<file path="src/rtl/clock_burst_ctrl_if.sv">
// Configuration handshake and roll-over output bundle of the burst sequencer.
// The controller takes the slave side; whoever programs it takes the master side.
interface clock_burst_ctrl_if #(
   parameter int W_DIV = 16,
   parameter int W_CNT = 8
);
   logic             i_cfg_valid;
   logic             o_cfg_ready;
   logic [W_DIV-1:0] i_cfg_div;
   logic [W_CNT-1:0] i_cfg_count;
   logic             i_stop;
   logic             o_roll_over;
   logic             o_busy;
   logic             o_done;
   logic [W_CNT-1:0] o_pulses;

   modport master (
      output i_cfg_valid, i_cfg_div, i_cfg_count, i_stop,
      input  o_cfg_ready, o_roll_over, o_busy, o_done, o_pulses
   );

   modport slave (
      input  i_cfg_valid, i_cfg_div, i_cfg_count, i_stop,
      output o_cfg_ready, o_roll_over, o_busy, o_done, o_pulses
   );
endinterface

</file>
<file path="src/rtl/clock_burst_ctrl.sv">
// Roll-over pulse sequencer for the toggle-clock block: fixed-length or free-running
// bursts of one-cycle pulses every d_eff cycles, programmed over a valid/ready handshake.
module clock_burst_ctrl #(
   parameter int W_DIV = 16,
   parameter int W_CNT = 8
) (
   input logic               i_clk,
   input logic               i_reset,
   clock_burst_ctrl_if.slave bus
);
   typedef enum logic [1:0] {IDLE, RUN, DONE} state_t;

   typedef struct packed {
      logic [W_DIV-1:0] d_eff;
      logic [W_CNT-1:0] n;
   } cfg_t;

   state_t           state, state_nxt;
   cfg_t             cfg, cfg_nxt;
   logic [W_DIV-1:0] presc, presc_nxt;
   logic [W_CNT-1:0] pulses, pulses_nxt;
   logic             roll, roll_nxt;
   logic             wrap;

   // Pulse rises on the edge where the prescaler leaves d_eff-1.
   assign wrap = (presc == cfg.d_eff - W_DIV'(1));

   always_ff @(posedge i_clk or posedge i_reset) begin
      if (i_reset) begin
         state  <= IDLE;
         cfg    <= '0;
         presc  <= '0;
         pulses <= '0;
         roll   <= 1'b0;
      end else begin
         state  <= state_nxt;
         cfg    <= cfg_nxt;
         presc  <= presc_nxt;
         pulses <= pulses_nxt;
         roll   <= roll_nxt;
      end
   end

   always_comb begin
      state_nxt  = state;
      cfg_nxt    = cfg;
      presc_nxt  = presc;
      pulses_nxt = pulses;
      roll_nxt   = 1'b0;
      case (state)
         IDLE: begin
            if (bus.i_cfg_valid) begin
               state_nxt     = RUN;
               // Clamp to 2 so the output always has a low cycle between pulses.
               cfg_nxt.d_eff = (bus.i_cfg_div < W_DIV'(2)) ? W_DIV'(2) : bus.i_cfg_div;
               cfg_nxt.n     = bus.i_cfg_count;
               presc_nxt     = '0;
               pulses_nxt    = '0;
            end
         end
         RUN: begin
            if (bus.i_stop) begin
               state_nxt = IDLE;
            end else if (roll && cfg.n != '0 && pulses == cfg.n) begin
               state_nxt = DONE;
            end else begin
               presc_nxt = wrap ? '0 : presc + W_DIV'(1);
               if (wrap) begin
                  roll_nxt   = 1'b1;
                  pulses_nxt = pulses + W_CNT'(1);
               end
            end
         end
         DONE:    state_nxt = IDLE;
         default: state_nxt = IDLE;
      endcase
   end

   assign bus.o_cfg_ready = (state == IDLE);
   assign bus.o_busy      = (state != IDLE);
   assign bus.o_done      = (state == DONE);
   assign bus.o_roll_over = roll;
   assign bus.o_pulses    = pulses;
endmodule
</file>
<file path="src/flat_wrapper.sv">
// flat-port wrapper written by rule: the top's interface ports become plain ports
module clock_burst_ctrl_flat 
#(
   parameter int W_DIV = 16,
   parameter int W_CNT = 8
)
  (i_clk, i_reset, bus_i_cfg_valid, bus_i_cfg_div, bus_i_cfg_count, bus_i_stop, bus_o_cfg_ready, bus_o_roll_over, bus_o_busy, bus_o_done, bus_o_pulses);
  clock_burst_ctrl_if #(.W_DIV(W_DIV), .W_CNT(W_CNT)) bus_i ();
  input logic i_clk;
  input logic i_reset;
  input wire logic [$bits(bus_i.i_cfg_valid)-1:0] bus_i_cfg_valid;
  input wire logic [$bits(bus_i.i_cfg_div)-1:0] bus_i_cfg_div;
  input wire logic [$bits(bus_i.i_cfg_count)-1:0] bus_i_cfg_count;
  input wire logic [$bits(bus_i.i_stop)-1:0] bus_i_stop;
  output wire logic [$bits(bus_i.o_cfg_ready)-1:0] bus_o_cfg_ready;
  output wire logic [$bits(bus_i.o_roll_over)-1:0] bus_o_roll_over;
  output wire logic [$bits(bus_i.o_busy)-1:0] bus_o_busy;
  output wire logic [$bits(bus_i.o_done)-1:0] bus_o_done;
  output wire logic [$bits(bus_i.o_pulses)-1:0] bus_o_pulses;
  assign bus_i.i_cfg_valid = bus_i_cfg_valid;
  assign bus_i.i_cfg_div = bus_i_cfg_div;
  assign bus_i.i_cfg_count = bus_i_cfg_count;
  assign bus_i.i_stop = bus_i_stop;
  assign bus_o_cfg_ready = bus_i.o_cfg_ready;
  assign bus_o_roll_over = bus_i.o_roll_over;
  assign bus_o_busy = bus_i.o_busy;
  assign bus_o_done = bus_i.o_done;
  assign bus_o_pulses = bus_i.o_pulses;
  clock_burst_ctrl #(.W_DIV(W_DIV), .W_CNT(W_CNT)) u_core (.i_clk(i_clk), .i_reset(i_reset), .bus(bus_i));
endmodule
</file>
<file path="config.mk">
export PLATFORM = sky130hd
export DESIGN_NAME = clock_burst_ctrl_flat
export DESIGN_NICKNAME = d
export VERILOG_FILES = /design/src/rtl/clock_burst_ctrl_if.sv /design/src/rtl/clock_burst_ctrl.sv /design/src/flat_wrapper.sv
export SDC_FILE = /design/constraint.sdc
export NUM_CORES = 1
export LEC_CHECK = 0
export ABC_AREA = 1
export ABC_CLOCK_PERIOD_IN_PS = 2300
export BUFFER_PORTS_ARGS = -buffer_cell sky130_fd_sc_hd__buf_2
export CAP_MARGIN = 20
export CORE_MARGIN = 5
export CORE_UTILIZATION = 40
export CTS_CLUSTER_DIAMETER = 60
export DETAILED_ROUTE_END_ITERATION = 16
export PLACE_DENSITY_LB_ADDON = 0.1
export SYNTH_ARGS = -nofsm -noshare
export SYNTH_HDL_FRONTEND = slang
export SYNTH_SLANG_ARGS = --single-unit
</file>
<file path="constraint.sdc">
create_clock -name i_clk -period 2.3 [get_ports i_clk]
set_input_delay 0.115 -clock i_clk [delete_from_list [all_inputs] [get_ports i_clk]]
set_output_delay 0.115 -clock i_clk [all_outputs]
set_load 0.03 [all_outputs]
</file>
==> flow_summary.yaml, run 1 <==
grt:
  overflow: 0
  first_global_vias: 3499
  grt_pass1_wl_um: 16400
  grt_max_degree: 52
  antenna_found_initial: 0
  grtUsageTotal: 0.180
detailed_routing:
  postRouteAntennaNets: 0
  drt-met1-wl_um: 4430
  wirelength_um: 9490
  drcViolationCount: 0
  top_layer_used: "met4"
  drt_pass1_iterations: 4
  vias: 3387
  wl_met3_um: 258
  drt_iter0_markers: 140
  drt-vias-per-instance: 4.97
  dr_wl_met2_um: 4590
  avgRoutedWirePerCell_um: 13.9
worst_setup_path:
  ff2ff_setup_slack_ns: 0.17
  crit_buf_inv: 1
  start_kind: "register"
  worstSetupPathType: "register to register"
  cpMostUsedCell: "nand2_2"
  cp-end-kind: "register"
  critPathMaxFanout: 8
  critical_path.top_delay_family: "simple AND/OR/NAND/NOR gates"
  cpPeakStageDelay_ns: 0.40
  cp_slowest_cell: "dfrtp_1"
  critPathLaunch: "u_core.cfg[9]$_DFFE_PP0P_"
  worstPathArrival_ns: 2.33
  crit_chain: "inv_1 > ha_2 > nand2_2 > nor2_8 > nand3b_1 > nand2_2 > nand2_2 > nor3_4 > nand3_4 > nand2_8 > nor2_1"
  worstReg2RegStart: "u_core.cfg[9]$_DFFE_PP0P_"
  critPathRequiredTime_ns: 2.50
logic_synthesis:
  syn-cell-area_um2: 3640
  syn_inst: 526
  async_flop_share: 1.00
  ys.flop_type: "dfrtp_1"
  syn_area_per_cell_um2: 6.92
  netlist.area_leader.share: 0.351
  yosys.area.top_type: "dfrtp_1"
  synth.net_count: 557
  ys_warn_count: 0
  synth_edf_count: 0
  ys_ff_latch: 51
  yosys-top-cells-area: "dfrtp_1 (35%), nand2_1 (16%), inv_1 (7.8%)"
  yosysUniqueCellTypes: 32
  ys_seq_area_frac: 0.351
sta:
  layout_setup_ws_ns: 0.168
  fin_hold_ws_ns: -0.0192
  slew_headroom: 0.547
  hold_viol_final: 16
  final_max_slew_viol_count: 0
  setup_viol: 0
  tightest_slew_ns: 0.679
  tns_ns: 0
  max_freq_mhz: 469
  min_period_over_period: 0.927
  period_needed_ns: 2.13
  rsz0062_at_grt: "no"
  skew_ns: 0.00459
floorplanning:
  start_util: 0.413
  fp.dieH_um: 105
  die_w_um: 105
  rows: 34
  fp.dieArea_um2: 11100
  coreArea_um2: 8810
  pin_count: 40
finish:
  drive_gt1_frac: 0.164
  areaGrowthSynthToFinish_pct: 13.4
  fin_nets: 605
  antenna_cells: 0
cts:
  path_clk_slew_ns: 0.09
  clk_path_buf_depth: 2
  clk-insertion-delay-late_ns: 0.30
  cts_tree: "done"
  cts_buffers: 5
  cts_sinks: 51
  htreeDepth: 2
  clock_tree.root_cell: "clkbuf_8"
placed_design:
  gp_congestion: 0.926
  io_buffers: 39
  place_ws_ns: 0.158
  dp_hpwl_um: 7310
power_and_ir_drop:
  powerDensity_nw_per_um2: 625
  leakage_nw: 2.14
  ir_drop_uv: 289
outcome:
  status: "complete, but fails checks"
  violations: "hold timing"
job:
  cap_violations: 0
worst_hold_path:
  hold_class: "input pin to asynchronous set/reset pin"
## per-layer routing
layer	up-vias	track usage
met5	-	0
li1	1755	-
met1	1561	0.231
met3	12	0.0238
met4	0	0.0590
met2	59	0.311
## report_power, final
group	switching [W]	total (W)	internal [W]
Clock	0.000296	0.000533	0.000237
Combinational	0.000595	0.000914	0.000319
Sequential	0.000132	0.00113	0.00100
## through the flow
stage                     hold WS, ns   util  cells  total power (W)  instance area [um^2]
after global routing           0.0215  0.469    682          0.00280                  4130
after CTS                     0.00159  0.463    679          0.00260                  4080
after detailed placement        0.296  0.451    670          0.00205                  3970
after global placement          0.300  0.451    670          0.00205                  3970
final                         -0.0192  0.469    682          0.00258                  4130
after floorplan                 0.188      -    526          0.00181                  3640
## cells by family after synthesis
group | count (synthesis) | share of synthesized area
fa+ha+maj | 3 | 0.0103
simple gates | 319 | 0.415
xor+xnor | 35 | 0.0842
flops | 51 | 0.351
compound gates | 27 | 0.0395
buf+inv | 91 | 0.100
## registers in the layout (all words and copies together) (netlist names)
name and count:
u_core.bus.o_pulses 8, u_core.presc 16, u_core.state 2, u_core.bus.o_roll_over 1, u_core.cfg 24
## cell usage in the layout, fill, tap and decap left out, types with 3 or more instances in the layout
master,synthesis,routed
buf_2,5,39
buf_4,0,10
clkbuf_8,0,6
dfrtp_1,51,51
dlygate4sd3_1,0,3
inv_1,76,75
inv_2,2,3
nand2_1,154,154
nand2_2,10,10
nand3_1,37,37
nand4_1,28,28
nor2_1,47,47
nor2_2,14,13
nor2_4,2,3
nor3_1,9,9
nor4_1,5,5
o21ai_0,22,22
xnor2_1,13,13
xor2_1,22,22
## area by class of cell
| class | count | area, um^2 |
|---|---|---|
| fillers | 949 | 4680 |
| clock inverters | 1 | 5.00 |
| multi-input cells | 386 | 2030 |
| flip-flops and latches | 51 | 1280 |
| inverters | 78 | 293 |
| repair buffers | 52 | 300 |
| well taps | 108 | 135 |
| clock buffers | 6 | 82.6 |
## worst register-to-register path: cells and delay by family (launching register included)
family / cells / cell delay [ns]
simple gates: 9 / 1.36
flops: 1 / 0.40
fa+ha+maj: 1 / 0.20
buf+inv: 1 / 0.08
## final timing paths
check / to / cells past startpoint
hold / removal: u_core.cfg[5]$_DFFE_PP0P_ / 3
max in group asynchronous: u_core.presc[14]$_DFFE_PP0P_ / 3
hold reg to reg: u_core.cfg[6]$_DFFE_PP0P_ / 2
min in group i_clk: u_core.cfg[7]$_DFFE_PP0P_ / 3
setup reg to reg: u_core.presc[15]$_DFFE_PP0P_ / 11
setup / recovery: u_core.presc[15]$_DFFE_PP0P_ / 11
## synth_stat cells, types with 2 or more instances
cell type	n
nor2_8	2
nor2_2	14
inv_2	2
nor3_1	9
buf_2	5
nand3b_1	2
nor2_4	2
nand3_1	37
inv_1	76
dfrtp_1	51
a21oi_1	2
nand2_2	10
nand2_4	2
o21ai_0	22
nand4_1	28
and2_1	2
nand2_1	154
ha_1	3
clkbuf_1	6
xor2_1	22
nor2_1	47
nor3b_1	2
xnor2_1	13
nor4_1	5
## what timing repair did
item / CTS / global route
hold buffers: 2 / 1
endpoints found under the setup margin: 0 / 13
endpoints found under the hold margin: 2 / 1
gates resized for setup: 0 / 3
setup buffers: 0 / 0
No activity file was read; power rests on OpenSTA's default activity.
==> run 2: changes to the inputs <==
Settings changed: SETUP_SLACK_MARGIN set to 0.2.
==> run 2 against run 1 <==
The flow still finishes with violations (hold timing). First-iteration DRC count rose by 2.1%. Worst hold slack got worse by 0.0033 ns. Routed wire length rose by 2.1%. Critical path type unchanged.
==> flow_summary.yaml, run 2 (synthesis results as in run 1) <==
sta:
  min_period_over_period: 0.880
  layout_setup_ws_ns: 0.275
  slew_headroom: 0.551
  skew_ns: 0.00843
  setup_viol: 0
  fin_hold_ws_ns: -0.0224
  tns_ns: 0
  max_freq_mhz: 494
  final_max_slew_viol_count: 0
  tightest_slew_ns: 0.674
  rsz0062_at_grt: "yes"
  hold_viol_final: 35
  period_needed_ns: 2.02
finish:
  areaGrowthSynthToFinish_pct: 18.1
  regMostFlops: "u_core.cfg"
  fin_nets: 610
  largest_reg_flops: 24
  final_common_cell: "nand2_1"
  drive_gt1_frac: 0.231
  antenna_cells: 0
  layout_common_cells: "nand2_1 (151), inv_1 (73), dfrtp_1 (41), buf_2 (39), nor2_1 (35)"
floorplanning:
  pin_count: 40
  fp.dieArea_um2: 11100
  fp.dieH_um: 105
  die_w_um: 105
  coreArea_um2: 8810
  rows: 34
  start_util: 0.413
detailed_routing:
  drcViolationCount: 0
  avgRoutedWirePerCell_um: 14.1
  drt_pass1_iterations: 4
  postRouteAntennaNets: 0
  vias: 3408
  wirelength_um: 9690
  drt-vias-per-instance: 4.96
  drt_iter0_markers: 143
worst_setup_path:
  worstPathArrival_ns: 2.22
  crit_chain: "inv_2 > ha_4 > nand2_4 > nor2_4 > nand2_1 > nand3_2 > nand2_2 > nor2_1 > nand2_1 > nor2_4 > nand3_4 > nand2_8 > nor2_1"
  cp_slowest_cell: "dfrtp_1"
  cp-end-kind: "register"
  cpPeakStageDelay_ns: 0.42
  ff2ff_setup_slack_ns: 0.28
  critPathRequiredTime_ns: 2.50
  start_kind: "register"
  worstSetupPathType: "register to register"
  critPathMaxFanout: 6
cts:
  cts_sinks: 51
  cts_tree: "done"
  clk-insertion-delay-late_ns: 0.30
  htreeDepth: 2
  clk_path_buf_depth: 2
  clock_tree.root_cell: "clkbuf_8"
  path_clk_slew_ns: 0.09
  cts_buffers: 5
grt:
  grt_pass1_wl_um: 16900
  grtUsageTotal: 0.185
  grt_max_degree: 52
  overflow: 0
  first_global_vias: 3570
  antenna_found_initial: 0
power_and_ir_drop:
  leakage_nw: 2.17
  powerDensity_nw_per_um2: 636
  total_power_w: 0.00273
  ir_drop_uv: 298
outcome:
  violations: "hold timing"
  status: "complete, but fails checks"
placed_design:
  io_buffers: 39
  gp_congestion: 0.926
  place_ws_ns: 0.158
  dp_hpwl_um: 7310
worst_hold_path:
  hold_class: "input pin to asynchronous set/reset pin"
job:
  cap_violations: 0
==> run 2: power by group <==
group          switching [W]  total, W  internal, W
clock               0.000299  0.000536     0.000237
sequential          0.000150   0.00115      0.00100
combinational       0.000643   0.00104     0.000400
==> run 2: worst max-delay path: cells and delay by family (launching register included) <==
kind                     cells  cell delay (ns)
adder cells (fa/ha/maj)      1             0.16
flip-flops                   1             0.42
buffers and inverters        1             0.09
AND/OR/NAND/NOR             11             1.24
==> run 2: area by class of cell <==
| cell class | instances | area, um^2 |
|---|---|---|
| fillers | 941 | 4510 |
| clock inverters | 1 | 5.00 |
| multi-input cells | 386 | 2150 |
| well taps | 108 | 135 |
| clock buffers | 6 | 82.6 |
| inverters | 78 | 293 |
| flip-flops and latches | 51 | 1290 |
| repair buffers | 57 | 342 |
==> run 2: final timing paths <==
path / from / end / cells past startpoint
max: u_core.cfg[9]$_DFFE_PP0P_ / u_core.presc[15]$_DFFE_PP0P_ / 13
min: i_reset / u_core.cfg[5]$_DFFE_PP0P_ / 3
max reg2reg: u_core.cfg[9]$_DFFE_PP0P_ / u_core.presc[15]$_DFFE_PP0P_ / 13
min reg2reg: u_core.cfg[6]$_DFFE_PP0P_ / u_core.cfg[6]$_DFFE_PP0P_ / 2
max in group asynchronous: i_reset / u_core.cfg[17]$_DFFE_PP0P_ / 3
min in group i_clk: bus_i_cfg_count[7] / u_core.cfg[7]$_DFFE_PP0P_ / 3
==> run 2: timing repair <==
item / CTS / global route
hold endpoints to repair: 2 / 1
resized for setup: 8 / 39
buffers inserted: 3 / 2
hold buffers: 2 / 1
setup endpoints to repair: 11 / 25
gates cloned: 2 / 0
pin swaps: 6 / 12
==> run 2: per-stage QoR <==
step                 util  area, um^2  hold WS, ns  cells
global route        0.488        4300       0.0214    687
global placement    0.451        3970        0.300    670
finish              0.488        4300      -0.0224    687
CTS                 0.473        4170      0.00159    684
detailed placement  0.451        3970        0.296    670
floorplan               -        3640        0.188    526
==> run 2: layer usage <==
metal	GRT usage	part of all wire	routed length [um]
met1	0.240	0.47	4510
met4	0.0590	0.022	218
met3	0.0238	0.024	228
met2	0.319	0.49	4730
met5	0	0	0
